`config.mk`:
```
export PLATFORM = sky130hd
export DESIGN_NAME = krnl_ctrl_s_axi_param
export DESIGN_NICKNAME = d
export VERILOG_FILES = /design/src/rtl/krnl_ctrl_s_axi_param.sv
export SDC_FILE = /design/constraint.sdc
export NUM_CORES = 1
export LEC_CHECK = 0
export ABC_AREA = 1
export CAP_MARGIN = 30
export CORE_ASPECT_RATIO = 0.8
export CORE_MARGIN = 2
export CORE_UTILIZATION = 35
export DETAILED_ROUTE_END_ITERATION = 16
export DONT_BUFFER_PORTS = 1
export PLACE_DENSITY = 0.58
export SLEW_MARGIN = 20
export SYNTH_ARGS = -nofsm -noshare
export SYNTH_HDL_FRONTEND = slang
export SYNTH_SLANG_ARGS = --single-unit
```
`constraint.sdc`:
```
create_clock -name aclk -period 2.6 [get_ports aclk]
set_clock_uncertainty 0.2 [all_clocks]
set_input_delay 0.39 -clock aclk [delete_from_list [all_inputs] [get_ports aclk]]
set_output_delay 0.39 -clock aclk [all_outputs]
set_load 0.005 [all_outputs]
```
`src/rtl/krnl_ctrl_s_axi_param.sv`:
```
// AXI4-Lite control slave for RTL kernels: CTRL/GIE/IER/ISR plus N scalar and M pointer arguments.
// R data registered on AR (rvalid next cycle); B/R hold until bready/rready, one transaction in flight per channel.
module krnl_ctrl_s_axi_param #(
    parameter int C_ADDR_WIDTH  = 12,
    parameter int C_DATA_WIDTH  = 32,
    parameter int C_NUM_SCALARS = 1,
    parameter int C_NUM_PTRS    = 2
) (
    input  logic                    aclk,
    input  logic                    areset_n,
    input  logic                    aclk_en,
    input  logic                    awvalid,
    output logic                    awready,
    input  logic [C_ADDR_WIDTH-1:0] awaddr,
    input  logic                    wvalid,
    output logic                    wready,
    input  logic [31:0]             wdata,
    input  logic [3:0]              wstrb,
    output logic                    bvalid,
    input  logic                    bready,
    output logic [1:0]              bresp,
    input  logic                    arvalid,
    output logic                    arready,
    input  logic [C_ADDR_WIDTH-1:0] araddr,
    output logic                    rvalid,
    input  logic                    rready,
    output logic [31:0]             rdata,
    output logic [1:0]              rresp,
    output logic                    interrupt,
    output logic                    ap_start,
    output logic                    ap_continue,
    input  logic                    ap_idle,
    input  logic                    ap_done,
    input  logic                    ap_ready,
    output logic [((C_NUM_SCALARS > 0) ? 32*C_NUM_SCALARS : 32)-1:0] scalars,
    output logic [((C_NUM_PTRS > 0) ? 64*C_NUM_PTRS : 64)-1:0]       ptrs
);
    localparam int NS     = C_NUM_SCALARS;
    localparam int NP     = C_NUM_PTRS;
    localparam int AW     = C_ADDR_WIDTH;
    localparam int WI     = AW - 2;
    localparam int SW     = (NS > 0) ? 32*NS : 32;
    localparam int PW     = (NP > 0) ? 64*NP : 64;
    localparam int NWORDS = 4 + 2*(NS + NP);

    if (C_DATA_WIDTH != 32) begin : g_bad_dw
        $error("krnl_ctrl_s_axi_param: C_DATA_WIDTH must be 32");
    end
    if ((1 << AW) < 4*NWORDS || NS > 16 || NP > 16 || NS < 0 || NP < 0) begin : g_bad_map
        $error("krnl_ctrl_s_axi_param: argument count or address width out of range");
    end

    localparam logic [1:0] ST_RESET = 2'd0;
    localparam logic [1:0] ST_IDLE  = 2'd1;
    localparam logic [1:0] ST_DATA  = 2'd2;
    localparam logic [1:0] ST_RESP  = 2'd3;

    logic [1:0]    wstate_q, wstate_d, rstate_q, rstate_d;
    logic [AW-1:0] waddr_q, waddr_d;
    logic [1:0]    bresp_q, bresp_d, rresp_q, rresp_d;
    logic [31:0]   rdata_q, rdata_d;
    logic          start_q, start_d, done_q, done_d, ready_q, ready_d;
    logic          auto_q, auto_d, cont_q, cont_d, gie_q, gie_d, irq_q, irq_d;
    logic [1:0]    ier_q, ier_d, isr_q, isr_d;
    logic [SW-1:0] scalars_q, scalars_d;
    logic [PW-1:0] ptrs_q, ptrs_d;

    logic          wr_hs, wr_ok, ar_hs, rd_ok;
    logic          ctrl_we, gie_we, ier_we, isr_we, ctrl_rd;
    logic [WI-1:0] wwi, rwi;
    logic [31:0]   rd_val;

    // Every aligned word below the end of the argument area is mapped; reserved words read 0.
    function automatic logic addr_ok(input logic [AW-1:0] a);
        return (a[1:0] == 2'b00) && (a[AW-1:2] < WI'(NWORDS));
    endfunction

    assign wwi     = waddr_q[AW-1:2];
    assign rwi     = araddr[AW-1:2];
    assign wr_hs   = (wstate_q == ST_DATA) && wvalid;
    assign wr_ok   = addr_ok(waddr_q);
    assign ar_hs   = (rstate_q == ST_IDLE) && arvalid;
    assign rd_ok   = addr_ok(araddr);
    assign ctrl_we = wr_hs && wr_ok && wstrb[0] && (wwi == WI'(0));
    assign gie_we  = wr_hs && wr_ok && wstrb[0] && (wwi == WI'(1));
    assign ier_we  = wr_hs && wr_ok && wstrb[0] && (wwi == WI'(2));
    assign isr_we  = wr_hs && wr_ok && wstrb[0] && (wwi == WI'(3));
    assign ctrl_rd = ar_hs && rd_ok && (rwi == WI'(0));

    always_comb begin
        rd_val = 32'h0;
        case (rwi)
            WI'(0): rd_val = {24'h0, auto_q, 3'b000, ready_q, ap_idle, done_q, start_q};
            WI'(1): rd_val = {31'h0, gie_q};
            WI'(2): rd_val = {30'h0, ier_q};
            WI'(3): rd_val = {30'h0, isr_q};
            default: rd_val = 32'h0;
        endcase
        for (int i = 0; i < NS; i++)
            if (rwi == WI'(4 + 2*i)) rd_val = scalars_q[32*i +: 32];
        for (int j = 0; j < NP; j++) begin
            if (rwi == WI'(4 + 2*NS + 2*j)) rd_val = ptrs_q[64*j +: 32];
            if (rwi == WI'(5 + 2*NS + 2*j)) rd_val = ptrs_q[64*j+32 +: 32];
        end
        if (!rd_ok) rd_val = 32'h0;
    end

    always_comb begin
        start_d = start_q;
        if (ctrl_we && wdata[0])     start_d = 1'b1;
        else if (ap_ready && !auto_q) start_d = 1'b0;
        auto_d  = ctrl_we ? wdata[7] : auto_q;
        // A completion pulse and a clear-on-read in the same cycle: the pulse survives.
        done_d  = ap_done  | (done_q  & ~ctrl_rd);
        ready_d = ap_ready | (ready_q & ~ctrl_rd);
        cont_d  = (ctrl_we && wdata[4]) || (ap_done && auto_q);
        gie_d   = gie_we ? wdata[0] : gie_q;
        ier_d   = ier_we ? wdata[1:0] : ier_q;
        isr_d[0] = (ap_done  & ier_q[0]) | (isr_q[0] ^ (isr_we & wdata[0]));
        isr_d[1] = (ap_ready & ier_q[1]) | (isr_q[1] ^ (isr_we & wdata[1]));
        irq_d   = gie_q & (|isr_q);

        scalars_d = scalars_q;
        ptrs_d    = ptrs_q;
        if (wr_hs && wr_ok) begin
            for (int i = 0; i < NS; i++)
                if (wwi == WI'(4 + 2*i))
                    for (int b = 0; b < 4; b++)
                        if (wstrb[b]) scalars_d[32*i + 8*b +: 8] = wdata[8*b +: 8];
            for (int j = 0; j < NP; j++)
                for (int b = 0; b < 4; b++) begin
                    if (wstrb[b] && wwi == WI'(4 + 2*NS + 2*j)) ptrs_d[64*j + 8*b +: 8] = wdata[8*b +: 8];
                    if (wstrb[b] && wwi == WI'(5 + 2*NS + 2*j)) ptrs_d[64*j + 32 + 8*b +: 8] = wdata[8*b +: 8];
                end
        end

        wstate_d = wstate_q;
        waddr_d  = waddr_q;
        bresp_d  = bresp_q;
        case (wstate_q)
            ST_RESET: wstate_d = ST_IDLE;
            ST_IDLE:  if (awvalid) begin wstate_d = ST_DATA; waddr_d = awaddr; end
            ST_DATA:  if (wvalid) begin wstate_d = ST_RESP; bresp_d = wr_ok ? 2'b00 : 2'b10; end
            default:  if (bready) wstate_d = ST_IDLE;
        endcase

        rstate_d = rstate_q;
        rdata_d  = rdata_q;
        rresp_d  = rresp_q;
        case (rstate_q)
            ST_RESET: rstate_d = ST_IDLE;
            ST_IDLE:  if (arvalid) begin rstate_d = ST_DATA; rdata_d = rd_val; rresp_d = rd_ok ? 2'b00 : 2'b10; end
            default:  if (rready) rstate_d = ST_IDLE;
        endcase
    end

    always_ff @(posedge aclk or negedge areset_n) begin
        if (!areset_n) begin
            wstate_q <= ST_RESET;  rstate_q <= ST_RESET;
            waddr_q  <= '0;        bresp_q  <= 2'b00;
            rresp_q  <= 2'b00;     rdata_q  <= 32'h0;
            start_q  <= 1'b0;      done_q   <= 1'b0;
            ready_q  <= 1'b0;      auto_q   <= 1'b0;
            cont_q   <= 1'b0;      gie_q    <= 1'b0;
            irq_q    <= 1'b0;      ier_q    <= 2'b00;
            isr_q    <= 2'b00;     scalars_q <= '0;
            ptrs_q   <= '0;
        end else if (aclk_en) begin
            wstate_q <= wstate_d;  rstate_q <= rstate_d;
            waddr_q  <= waddr_d;   bresp_q  <= bresp_d;
            rresp_q  <= rresp_d;   rdata_q  <= rdata_d;
            start_q  <= start_d;   done_q   <= done_d;
            ready_q  <= ready_d;   auto_q   <= auto_d;
            cont_q   <= cont_d;    gie_q    <= gie_d;
            irq_q    <= irq_d;     ier_q    <= ier_d;
            isr_q    <= isr_d;     scalars_q <= scalars_d;
            ptrs_q   <= ptrs_d;
        end
    end

    assign awready     = (wstate_q == ST_IDLE);
    assign wready      = (wstate_q == ST_DATA);
    assign bvalid      = (wstate_q == ST_RESP);
    assign bresp       = bresp_q;
    assign arready     = (rstate_q == ST_IDLE);
    assign rvalid      = (rstate_q == ST_DATA);
    assign rdata       = rdata_q;
    assign rresp       = rresp_q;
    assign interrupt   = irq_q;
    assign ap_start    = start_q;
    assign ap_continue = cont_q;
    assign scalars     = scalars_q;
    assign ptrs        = ptrs_q;
endmodule

```
; Word level (Yosys, flattened, before mapping)
; Cells that the tools add are included.
[classes]
n_mux = 18
n_eq_ne = 24
order_cmp = 2
n_reduce_logical = 73
n_bitwise = 14
[op_table]
columns = cell, count
row1 = 32-bit 2-to-1 mux, 6
row2 = "10-bit by 3-bit == test with 1-bit output, second input constant", 6
row3 = 3-bit AND reduction, 20
row4 = "10-bit by 2-bit == test with 1-bit output, second input constant", 4
row5 = "10-bit by 4-bit == test with 1-bit output, second input constant", 4
row6 = 1-bit logical AND, 32
row7 = 8-bit one-hot mux with 4 select lines, 1
row8 = "10-bit by 1-bit == test with 1-bit output, second input constant", 2
row9 = 10-bit zero test, 2
row10 = "10-bit by 4-bit < comparator with 1-bit output, second input constant", 2
row11 = 4-bit AND reduction, 5
row12 = 2-bit 2-to-1 mux, 7
row13 = 2-bit zero test, 4
row14 = 2-bit AND reduction, 4
row15 = 1-bit AND, 7
row16 = "2-bit == test, second input constant", 3
row17 = "2-bit != test, second input constant", 3
row18 = 2-bit one-hot mux with 3 select lines, 1
row19 = "2-bit by 1-bit == test with 1-bit output, second input constant", 2
row20 = 1-bit bitwise OR, 4
row21 = 2-bit one-hot mux with 2 select lines, 1
row22 = 4-bit nonzero test, 1
row23 = 3-bit nonzero test, 1
row24 = 1-bit 2-to-1 mux, 2
row25 = other kinds (6), 7
[word_totals]
output_inout_bits = 204
register_bits = 223

; Longest topological paths before layout
; Gate-level depths: netlist of run 1.
[depth]
depth_word = 8
mapped_depth = 13

; Least setup slack after synthesis of run 1
; No wires, ideal clock.
[synth_timing]
path_type = register -> register
startpoint = reg wstate_q[0]
endpoint = reg ptrs_q[16] (netlist: ptrs[16])
setup_slack_ns = 0.449
setup_time_ns = 0.117
arrival_time_ns = 1.834
period_less_slack_ns = 2.151
path_stages_with_launch = 12
n_path_buf = 2
cell_sequence = dfrtp_1 inv_1 ha_1 nand2_1 inv_1 nand3_4 nor3_4 buf_12 nand3_4 buf_6 o21ai_1 inv_1
[synth_via]
elab_chain_cells = 4
[synth_rtl]
columns = item, line_no
row1 = from (decl), 58  ; logic [1:0] wstate_q, wstate_d, rstate_q, rstate_d;
row2 = from (signal assigned), 169  ; wstate_q <= wstate_d; rstate_q <= rstate_d;
row3 = 2-bit == test, -
row4 = net wready, 16  ; output logic wready,
row5 = 1-bit logical AND, 80  ; assign wr_hs = (wstate_q == ST_DATA) && wvalid;
row6 = 1-bit logical AND, 125  ; if (wr_hs && wr_ok) begin
row7 = 3-bit AND reduction (no source line), -
row8 = to (signal assigned), 177  ; ptrs_q <= ptrs_d;
row9 = to (decl), 66  ; logic [PW-1:0] ptrs_q, ptrs_d;
; The timed path passes the listed nets, and every way through them passes these cells.
; A chain may end at the register's enable or synchronous reset.

; Worst setup path after layout of run 1
[layout_timing]
startpoint = reg wstate_q[0]
endpoint = reg scalars_q[10] (netlist: scalars[10])
[layout_via]
elab_chain_cells = 4
[layout_rtl]
columns = item, line_no
row1 = 2-bit == test, -
row2 = net wready, 16
row3 = 1-bit logical AND, 80
row4 = 1-bit logical AND, 125
row5 = 4-bit AND reduction (no source line), -
row6 = to (signal assigned), 176  ; isr_q <= isr_d; scalars_q <= scalars_d;
row7 = to (decl), 65  ; logic [SW-1:0] scalars_q, scalars_d;
; The timed path passes the listed nets, and every way through them passes these cells.

==> results.md, run 1 <==
- Vias per cell: slightly below 5
- First-pass GRT wire length: 54,300 um
- Tcrit/Tclk final: 0.922
- Least-Margin Pin Slew: 0.737 ns
- CTS tree: done
- Starting DRT DRC Count: a little under 700
- Vias in the first global route: around 8,500
- Vias: 8,937
- Status: finished with violations
- Grt ovf: 0
- Maximum VDD drop: 401 uV
- H-tree levels: 1
- # DRC: 0
- Clk sinks: 221
- Rel. slew slack: 0.503
- Fmax achieved: 0.417 GHz
- Antenna violations before repair: 2
- Metal3 WL: around 3300 um
- Routability cong.: ~0.86
- GRT Resource Usage Total: 0.219
- Vert. Die Dim: 161 um
- Share of cells above drive strength 1: 0.0782
- Final setup viols: 0
- Sequential Power Share: 0.467
- Power Density: 629 nW/um2
- Flops & latches, synth: 221
- Largest net degree at the start of global routing: between 200 and 250
- Remaining antenna violation count: 0
- Worst-path clk slew: about 0.060 ns
- Critical path startpoint category: flop
- Min Tclk post-route: ~2.4 ns
- Total CTS buffers: 25
- Routed len/inst: 19.5 um
- Gate Count Post-Synth: between 1,000 and 1,500
- Slew Viols, Final: 0
- Max-cap violation count: 0
- Die Wd: between 200 and 250 um
- DP Area: about 11,000 um2
- Most common cell after layout, fill and taps aside: nand2_1
- Clock Tree Root: clkbuf_16
- Final hold vios: approximately 220
- Net count, final: 1,464
- Failing checks: negative hold slack
- Worst Hold Slack: -0.655 ns
- HP Class: input port to asynchronous set/reset pin
- Arrival @ worst endpoint: 2.63 ns
- CP Max Fanout: 27
- Syn_area_per_cell: around 8.1 um2
- Slowest-stage cell, CP: dfrtp_1
- Clock latency at the later pin of the worst-skew pair: about 0.55 ns
- HPWL Detailed: 25,300 um
- Clk buf depth: 3
- # IOs: between 200 and 300
- Cell mode on critical path: nand2_1
- IO buf count: 0
- FP Rows: 57
- CTS Hold Bufs: 53
- Pint: 5.86 mW
- Cell area after layout: 12,600 um2
- Post-CTS Setup Bufs: 0
- CP Capture Type: flop
- Worst EP required: 2.83 ns
- Area Overhead vs Synth: 16.7%
- CORE AREA: 30,400 um2
- Net Sw Power: 2.06 mW
- Mapped cell area: roughly 11,000 um2
- RSZ-0062 raised after global routing: true
- Ys Warns: 0
- WL met1: 16,400 um
- Max incr delay on CP: around 0.43 ns
- Commonest non-fill, non-tap cells in the layout: 345 x nand2_1, 282 x inv_1, 221 x dfrtp_1, 107 x o21ai_1, 99 x o21ai_0
- Netlist cell types: 39
- Total length of routed met2 wires: 15,200 um
- Combinational Power Share: 0.093
- RR Startpoint: wstate_q[0]
- Sw Ratio: 0.261
- Clock Power Share: 0.440
- Top Metal Used: met4
- DRT Wirelength: roughly 36,000 um
- # fillers: 3,139
- Drt first pass iters: 5
- Crit path launch: wstate_q[0]
- Setup CP Type: flop to flop
- Post-synthesis sequential area ratio: 0.513
- Initial Util: 0.355
- Lkg Pwr: 6.09 nW
- Critical path cell sequence: inv_1 -> ha_1 -> nand2_1 -> inv_1 -> nand3_1 -> nor3_4 -> nand3_2 -> nor2_4 -> buf_12 -> nand2_2 -> nand2_1 -> nand2_1
- Die footprint: 32,300 um2
-- layer usage --
layer	track usage	vias up
li1	-	4285
met1	0.317	4258
met2	0.324	353
met3	0.0636	41
met4	0.0475	0
met5	0	-
-- power by group through the flow --
stage,clock [mW],combinational (mW),sequential (mW)
2_1_floorplan,0,0.480,3.72
3_3_place_gp,0,0.595,3.75
3_5_place_dp,0,0.612,3.75
4_1_cts,3.58,0.722,3.69
5_1_grt,3.73,0.816,3.71
6_report,3.48,0.738,3.70
-- worst max-delay path: cells and delay by family, from the launching register on --
family | cells | cell delay, ns
fa+ha+maj | 1 | 0.21
flops | 1 | 0.43
simple gates | 8 | 1.01
buf+inv | 3 | 0.42
-- through the flow --
stage	std cells	TNS, ns	power [mW]	worst slack, ns	utilization
2_1_floorplan	1335	0	4.20	0.449	-
3_3_place_gp	1721	0	4.34	0.200	0.368
3_5_place_dp	1721	0	4.36	0.108	0.368
6_report	1822	0	7.92	0.203	0.414
5_1_grt	1821	-0.0261	8.26	-0.0145	0.414
4_1_cts	1820	0	7.99	0.110	0.413
-- final cells by class --
class / instances / area (um2) / area share
tap: 413 / 517 / 0.0411
antenna: 2 / 5.00 / 0.000398
clock buffer: 40 / 762 / 0.0605
sequential: 221 / 5530 / 0.439
timing repair buffer: 75 / 721 / 0.0573
inverter: 286 / 1080 / 0.0857
clock inverter: 6 / 48.8 / 0.00388
multi-input combinational: 779 / 3930 / 0.312
-- sequential cells by signal (all words and copies together), names as in the netlist --
register,cells
wstate_q,2
done_q,1
rstate_q,2
auto_q,1
waddr_q,12
ier_q,2
interrupt,1
gie_q,1
rdata,32
ready_q,1
bresp,1
ptrs,128
ap_continue,1
rresp,1
ap_start,1
isr_q,2
scalars,32
-- cell families (layout without fill, tap and decap cells) --
| kind of cell | count (synthesis) | count (layout) | synth area share |
|---|---|---|---|
| AND/OR/NAND/NOR | 489 | 489 | 0.206 |
| buffers and inverters | 335 | 407 | 0.128 |
| AO/OA/AOI/OAI | 274 | 274 | 0.137 |
| flip-flops | 221 | 221 | 0.513 |
| multiplexers | 9 | 9 | 0.00939 |
| adder cells (fa/ha/maj) | 5 | 5 | 0.00580 |
| other | 1 | 4 | 0.000348 |
-- final timing paths --
check / to / slack [ns] / cells past startpoint
max: scalars[10] / 0.20 / 12
min: ier_q[0] / -0.66 / 0
max reg2reg: scalars[10] / 0.20 / 12
min reg2reg: waddr_q[0] / 0.31 / 1
max in group asynchronous: ptrs[101] / 2.43 / 0
min in group aclk: wstate_q[1] / 0.06 / 4
-- synthesized netlist by cell type, drive strengths merged --
master / instances / area [um2]
buf: 34 / 250
clkbuf: 15 / 56.3
nand3b: 2 / 15.0
o21ai: 206 / 1030
inv: 283 / 1060
nand4: 9 / 62.6
nand2: 353 / 1330
or2: 1 / 6.26
mux2: 9 / 101
a21oi: 36 / 180
nor3: 9 / 66.3
ha: 5 / 62.6
dfrtp: 221 / 5530
o21bai: 1 / 7.51
o31ai: 1 / 7.51
o211ai: 8 / 60.1
o311ai: 1 / 8.76
nand3: 72 / 536
nor2: 42 / 203
conb: 1 / 3.75
o211a: 1 / 10.0
nor2b: 1 / 6.26
clkinv: 3 / 16.3
o221ai: 20 / 175
-- repair_timing --
action / in CTS / in global routing
resized for setup: 0 / 10
setup endpoints to repair: 0 / 58
endpoints found under the hold margin: 409 / 221
(Power assumes the default switching activity.)
==> inputs of run 2 (changes only) <==
Settings changed: CTS_CLUSTER_DIAMETER from default to 60.
==> results.md, run 2 (same netlist as run 1, synthesis figures left out) <==
- CP Capture Type: flop (unchanged)
- Maximum VDD drop: 398 uV (was 401 uV)
- Vert. Die Dim: 161 um (unchanged)
- R2R depth: 12 (unchanged)
- Setup tns final: 0 ns (unchanged)
- Die footprint: 32,300 um2 (unchanged)
- H-tree levels: 1 (unchanged)
- Sequential Power Share: 0.469 (was 0.467)
- Vias per cell: 4.90 (was 4.91)
- Most common cell after layout, fill and taps aside: nand2_1 (unchanged)
- Combinational Power Share: 0.094 (was 0.093)
- Clk buf depth: 3 (unchanged)
- IO buf count: 0 (unchanged)
- Final setup viols: 0 (unchanged)
- First-pass GRT wire length: 54,500 um (was 54,300 um)
- Pint: 5.81 mW (was 5.86 mW)
- Worst Hold Slack: -0.661 ns (was -0.655 ns)
- Routed len/inst: 19.6 um (was 19.5 um)
- Clock Power Share: 0.437 (was 0.440)
- Clk sinks: 221 (unchanged)
- Largest net degree at the start of global routing: 222 (unchanged)
- Sw Ratio: 0.262 (was 0.261)
- Area Overhead vs Synth: 16.5% (was 16.7%)
- Inst Count DP: 1,721 (unchanged)
- Initial Util: 0.355 (unchanged)
- Max-cap violation count: 0 (unchanged)
- CP Max Fanout: 27 (unchanged)
- Setup CP Type: flop to flop (unchanged)
- Remaining antenna violation count: 0 (unchanged)
- Die Wd: 200 um (unchanged)
- Antenna violations before repair: 1 (was 2)
- Lkg Pwr: 6.07 nW (was 6.09 nW)
- HP Class: input port to asynchronous set/reset pin (unchanged)
- Critical path startpoint category: flop (unchanged)
- Min Tclk post-route: 2.40 ns (about the same)
- Routability cong.: 0.864 (unchanged)
- Multi-input gate area: 3930 um2 (unchanged)
- Number of flip-flops in the largest register: 128 (unchanged)
- Slew Viols, Final: 0 (unchanged)
- Worst-path clk slew: 0.06 ns (about the same)
- Final worst setup slack: 0.198 ns (was 0.203 ns)
- Clock latency at the later pin of the worst-skew pair: 0.54 ns (was 0.55 ns)
- Post-CTS Setup Bufs: 0 (unchanged)
- Rel. slew slack: 0.504 (was 0.503)
- Register area: 5530 um2 (unchanged)
- CORE AREA: 30,400 um2 (unchanged)
- Final Non-Filler Cells: 1,821 (was 1,822)
- Power, Total: 7.87 mW (was 7.92 mW)
- Least-Margin Pin Slew: 0.735 ns (was 0.737 ns)
- Starting DRT DRC Count: 596 (was 689)
- Total length of routed met2 wires: 15,100 um (was 15,200 um)
- Metal3 WL: 3210 um (was 3250 um)
- Net count, final: 1,465 (was 1,464)
- Power Density: 626 nW/um2 (was 629 nW/um2)
- Grt ovf: 0 (unchanged)
- HPWL Detailed: 25,300 um (unchanged)
- Drt first pass iters: 5 (unchanged)
- Pre-CTS WS: 0.108 ns (unchanged)
- Arrival @ worst endpoint: 2.63 ns (about the same)
- # DRC: 0 (unchanged)
- Fmax achieved: 0.416 GHz (was 0.417 GHz)
- Commonest non-fill, non-tap cells in the layout: 345 x nand2_1, 282 x inv_1, 221 x dfrtp_1, 107 x o21ai_1, 99 x o21ai_0 (unchanged)
- RSZ-0062 raised after global routing: true (unchanged)
- Fin util: 0.414 (about the same)
- Vias in the first global route: 8,493 (was 8,486)
- WL met1: 16,700 um (was 16,400 um)
- Total CTS buffers: 26 (was 25)
- Status: finished with violations (unchanged)
- Vias: 8,925 (was 8,937)
- Clock Tree Root: clkbuf_16 (unchanged)
- Top Metal Used: met4 (unchanged)
- Share of cells above drive strength 1: 0.0760 (was 0.0782)
- # IOs: 275 (unchanged)
- Net Sw Power: 2.06 mW (about the same)
- Failing checks: negative hold slack (unchanged)
- FP Rows: 57 (unchanged)
- DRT Wirelength: 35,700 um (was 35,600 um)
- # fillers: 3,138 (was 3,139)
- Tcrit/Tclk final: 0.924 (was 0.922)
- GRT Resource Usage Total: 0.220 (was 0.219)
- CTS tree: done (unchanged)
- Worst EP required: 2.83 ns (about the same)
- Final hold vios: 221 (unchanged)
- CTS Hold Bufs: 53 (unchanged)
## run 2: cell count changes in the layout (fill, tap and decap cells not counted), sizes merged
cell and change:
inv -1, clkinvlp +1, diode -1
## run 2: per-stage QoR
step	cell area (um2)	hold WS, ns
6_report	12600	-0.661
5_1_grt	12600	-0.686
4_1_cts	12500	-0.667
3_5_place_dp	11200	-0.0899
3_3_place_gp	11200	-0.0903
2_1_floorplan	10800	-0.106
## run 2: worst paths after layout
check                      slack [ns]         from          end
max in group asynchronous        2.54     areset_n     ptrs[42]
hold reg to reg                  0.31   waddr_q[8]   waddr_q[8]
min in group aclk                0.06       wvalid  wstate_q[1]
hold / removal                  -0.66     areset_n     ier_q[1]
setup / recovery                 0.20  wstate_q[0]  scalars[10]
setup reg to reg                 0.20  wstate_q[0]  scalars[10]
## run 2: repair_timing
action | 4_1_cts | 5_1_grt
setup endpoints to repair | 0 | 60
resized for setup | 0 | 10
endpoints found under the hold margin | 409 | 221
## run 2: worst max-delay path: stages, from the launching register on
cell	delay (ns)
dfrtp_1	0.43
inv_1	0.10
ha_1	0.21
nand2_1	0.09
inv_1	0.12
nand3_1	0.12
nor3_4	0.18
nand3_2	0.14
nor2_4	0.19
buf_12	0.20
nand2_2	0.13
nand2_1	0.10
nand2_1	0.06
## run 2: area by class of cell
type	instances	area share
Clock inverter	6	0.00408
Tap cell	413	0.0411
Multi-Input combinational cell	779	0.312
Sequential cell	221	0.440
Clock buffer	40	0.0591
Inverter	286	0.0858
Antenna cell	1	0.000199
Timing Repair Buffer	75	0.0573
## run 2: power groups by stage
stage	registers (mW)	clock network (mW)	logic, mW
2_1_floorplan	3.72	0	0.480
3_3_place_gp	3.75	0	0.595
3_5_place_dp	3.75	0	0.612
4_1_cts	3.69	3.53	0.723
5_1_grt	3.71	3.68	0.815
6_report	3.69	3.44	0.737
## run 2: routing by layer
| metal | track usage | vias up |
|---|---|---|
| met5 | 0 | - |
| met4 | 0.0438 | 0 |
| met3 | 0.0666 | 48 |
| met2 | 0.326 | 339 |
| met1 | 0.319 | 4259 |
| li1 | - | 4279 |
==> inputs of run 3 (changes only) <==
Settings changed: ABC_AREA 1 to default, CORE_UTILIZATION 35 to 50, PLACE_DENSITY 0.58 to 0.74.
==> results.md, run 3 <==
- Netlist cell types: 55 (was 39)
- Synth area leader: dfrtp_1 (unchanged)
- Area share of the largest cell type after synthesis: 0.553 (was 0.513)
- DRT Wirelength: 31,500 um (was 35,700 um)
- CORE AREA: 19,700 um2 (was 30,400 um2)
- DP Area: 10,800 um2 (was 11,200 um2)
- CTS Hold Bufs: 54 (was 53)
- GRT Resource Usage Total: 0.288 (was 0.220)
- Synth Flop Type: dfrtp_1 (unchanged)
- Syn_area_per_cell: 12.2 um2 (was 8.09 um2)
- Slowest-stage cell, CP: or4_4 (was dfrtp_1)
- Register area: 5530 um2 (unchanged)
- Flops & latches, synth: 221 (unchanged)
- Top cells by area, synth: dfrtp_1 55%, mux2_2 20%, o21ai_0 3.4% (was dfrtp_1 51%, nand2_1 12%, inv_1 9.8%)
- Vias: 7,593 (was 8,925)
- Max incr delay on CP: 0.56 ns (was 0.43 ns)
- # DRC: 0 (unchanged)
- Grt ovf: 0 (unchanged)
- Starting DRT DRC Count: 829 (was 596)
- Critical path cell sequence: or4_4 -> nor3_4 -> buf_6 -> nand4_4 -> nor2_4 -> buf_12 -> mux2_2 (was inv_1 -> ha_1 -> nand2_1 -> inv_1 -> nand3_1 -> nor3_4 -> nand3_2 -> nor2_4 -> buf_12 -> nand2_2 -> nand2_1 -> nand2_1)
- Lkg Pwr: 5.58 nW (was 6.07 nW)
- Worst EP required: 2.79 ns (was 2.83 ns)
- Fin util: 0.625 (was 0.414)
- Clk sinks: 221 (unchanged)
- Post-synth EDFFs: 0 (unchanged)
- Failing checks: negative hold slack, negative setup slack (was negative hold slack)
- Commonest cells in the netlist: 221 x dfrtp_1, 178 x mux2_2, 68 x o21ai_0 (was 350 x nand2_1, 282 x inv_1, 221 x dfrtp_1)
- Share of cells above drive strength 1: 0.333 (was 0.0760)
- Ys async rst share: 1.00 (unchanged)
- Worst-path clk slew: 0.06 ns (about the same)
- CP Max Fanout: 8 (was 27)
- Min Tclk post-route: 2.63 ns (was 2.40 ns)
- Gate Count Post-Synth: 819 (was 1,334)
- CTS tree: done (unchanged)
- Critical path startpoint category: flop (unchanged)
- Number of flip-flops in the largest register: 128 (unchanged)
- Rel. slew slack: 0.510 (was 0.504)
- Max-cap violation count: 0 (unchanged)
- Ys Warns: 0 (unchanged)
- Clock Tree Root: clkbuf_16 (unchanged)
- Final Non-Filler Cells: 1,189 (was 1,821)
- Area Overhead vs Synth: 23.4% (was 16.5%)
- Least-Margin Pin Slew: 0.736 ns (was 0.735 ns)
- Drt first pass iters: 6 (was 5)
- Slew Viols, Final: 0 (unchanged)
- First-pass GRT wire length: 46,300 um (was 54,500 um)
- H-tree levels: 1 (unchanged)
- Die footprint: 21,200 um2 (was 32,300 um2)
- HPWL Detailed: 20,200 um (was 25,300 um)
- # fillers: 1,519 (was 3,138)
- Post-synthesis sequential area ratio: 0.553 (was 0.513)
- Final hold vios: 221 (unchanged)
- RSZ-0062 raised after global routing: true (unchanged)
- Final setup viols: 8 (was 0)
- Buf+Inv Stages, Crit Path: 2 (was 3)
- Setup CP Type: flop to flop (unchanged)
- Largest net degree at the start of global routing: 222 (unchanged)
- Total CTS buffers: 23 (was 26)
- Tcrit/Tclk final: 1.01 (was 0.924)
- IO buf count: 0 (unchanged)
- Die Wd: 162 um (was 200 um)
- Clock latency at the later pin of the worst-skew pair: 0.51 ns (was 0.54 ns)
- Final worst setup slack: -0.0271 ns (was 0.198 ns)
- Delay-heaviest family, CP: simple AND/OR/NAND/NOR gates (unchanged)
- Antenna violations before repair: 1 (unchanged)
- Vias in the first global route: 7,489 (was 8,493)
- Commonest non-fill, non-tap cells in the layout: 221 x dfrtp_1, 142 x mux2_2, 68 x o21ai_0, 54 x dlygate4sd3_1, 44 x nand2_1 (was 345 x nand2_1, 282 x inv_1, 221 x dfrtp_1, 107 x o21ai_1, 99 x o21ai_0)
- Worst Hold Slack: -0.624 ns (was -0.661 ns)
- Routability cong.: 0.893 (was 0.864)
- Vert. Die Dim: 130 um (was 161 um)
- Power Density: 629 nW/um2 (was 626 nW/um2)
- FP Rows: 46 (was 57)
- Vias per cell: 6.39 (was 4.90)
- Initial Util: 0.507 (was 0.355)
- Net count, final: 984 (was 1,465)
- CP Capture Type: flop (unchanged)
- Clk buf depth: 3 (unchanged)
- Multi-input gate area: 4480 um2 (was 3930 um2)
- Routed len/inst: 26.5 um (was 19.6 um)
- Maximum VDD drop: 529 uV (was 398 uV)
- Status: finished with violations (unchanged)
- Most common cell after layout, fill and taps aside: dfrtp_1 (was nand2_1)
- Arrival @ worst endpoint: 2.81 ns (was 2.63 ns)
- Cell area after layout: 12,300 um2 (was 12,600 um2)
- Fmax achieved: 0.381 GHz (was 0.416 GHz)
- Remaining antenna violation count: 0 (unchanged)
- # IOs: 275 (unchanged)
- HP Class: input port to asynchronous set/reset pin (unchanged)
- Inst Count DP: 1,088 (was 1,721)
- Mapped cell area: 10000 um2 (was 10,800 um2)
- Most instantiated library cell after synthesis: dfrtp_1 (was nand2_1)
-- run 3: logic make-up (layout without fill, tap and decap cells) --
kind of cell	count (synthesis)	count (layout)	synth area share
xor gates and xnor gates	2	2	0.00175
AOI/OAI and AO/OA	185	185	0.118
DFF	221	221	0.553
and+or+nand+nor	170	170	0.0948
other	1	3	0.000375
muxes	182	182	0.204
buffers and inverters	53	157	0.0209
adders and majority gates	5	5	0.00626
-- run 3: final timing paths --
path	to	start	cells past startpoint	slack, ns
max in group asynchronous	ptrs[11]	areset_n	0	2.59
min in group aclk	rdata[1]	araddr[2]	3	0.04
max reg2reg	ptrs[111]	waddr_q[0]	7	-0.03
min	wstate_q[0]	areset_n	0	-0.62
min reg2reg	done_q	done_q	1	0.30
max	ptrs[111]	waddr_q[0]	7	-0.03
-- run 3: repair_timing --
item	CTS	global route
gates resized for setup	4	50
endpoints found under the setup margin	111	138
hold endpoints to repair	415	221
setup buffers	3	4
pin swaps	2	9
-- run 3: stage by stage --
step                total power [mW]  setup TNS [ns]  setup slack, ns  hold WS [ns]
floorplan                       4.17               0            0.103        -0.106
global placement                4.32          -0.394          -0.0207       -0.0975
detailed placement              4.34           -2.08          -0.0905       -0.0967
CTS                             7.78         -0.0297         -0.00832        -0.638
global route                    8.01           -2.30          -0.0995        -0.637
finish                          7.76         -0.0760          -0.0271        -0.624
-- run 3: metal layers --
layer	global-route usage	vias up	part of all wire
li1	-	3214	-
met1	0.389	3791	0.40
met2	0.431	512	0.44
met3	0.118	76	0.14
met4	0.0791	0	0.027
met5	0	-	0
-- run 3: cell type report --
| cell class | instances | area share |
|---|---|---|
| clock buffers | 31 | 0.0531 |
| flip-flops and latches | 221 | 0.448 |
| diodes | 1 | 0.000203 |
| repair buffers | 108 | 0.0973 |
| clock inverters | 10 | 0.00852 |
| inverters | 8 | 0.00243 |
| well taps | 264 | 0.0268 |
| multi-input cells | 546 | 0.363 |
-- run 3: where the power goes --
group          switching, mW  internal [mW]
sequential             0.136           3.58
clock                   1.36           1.96
combinational          0.390          0.341
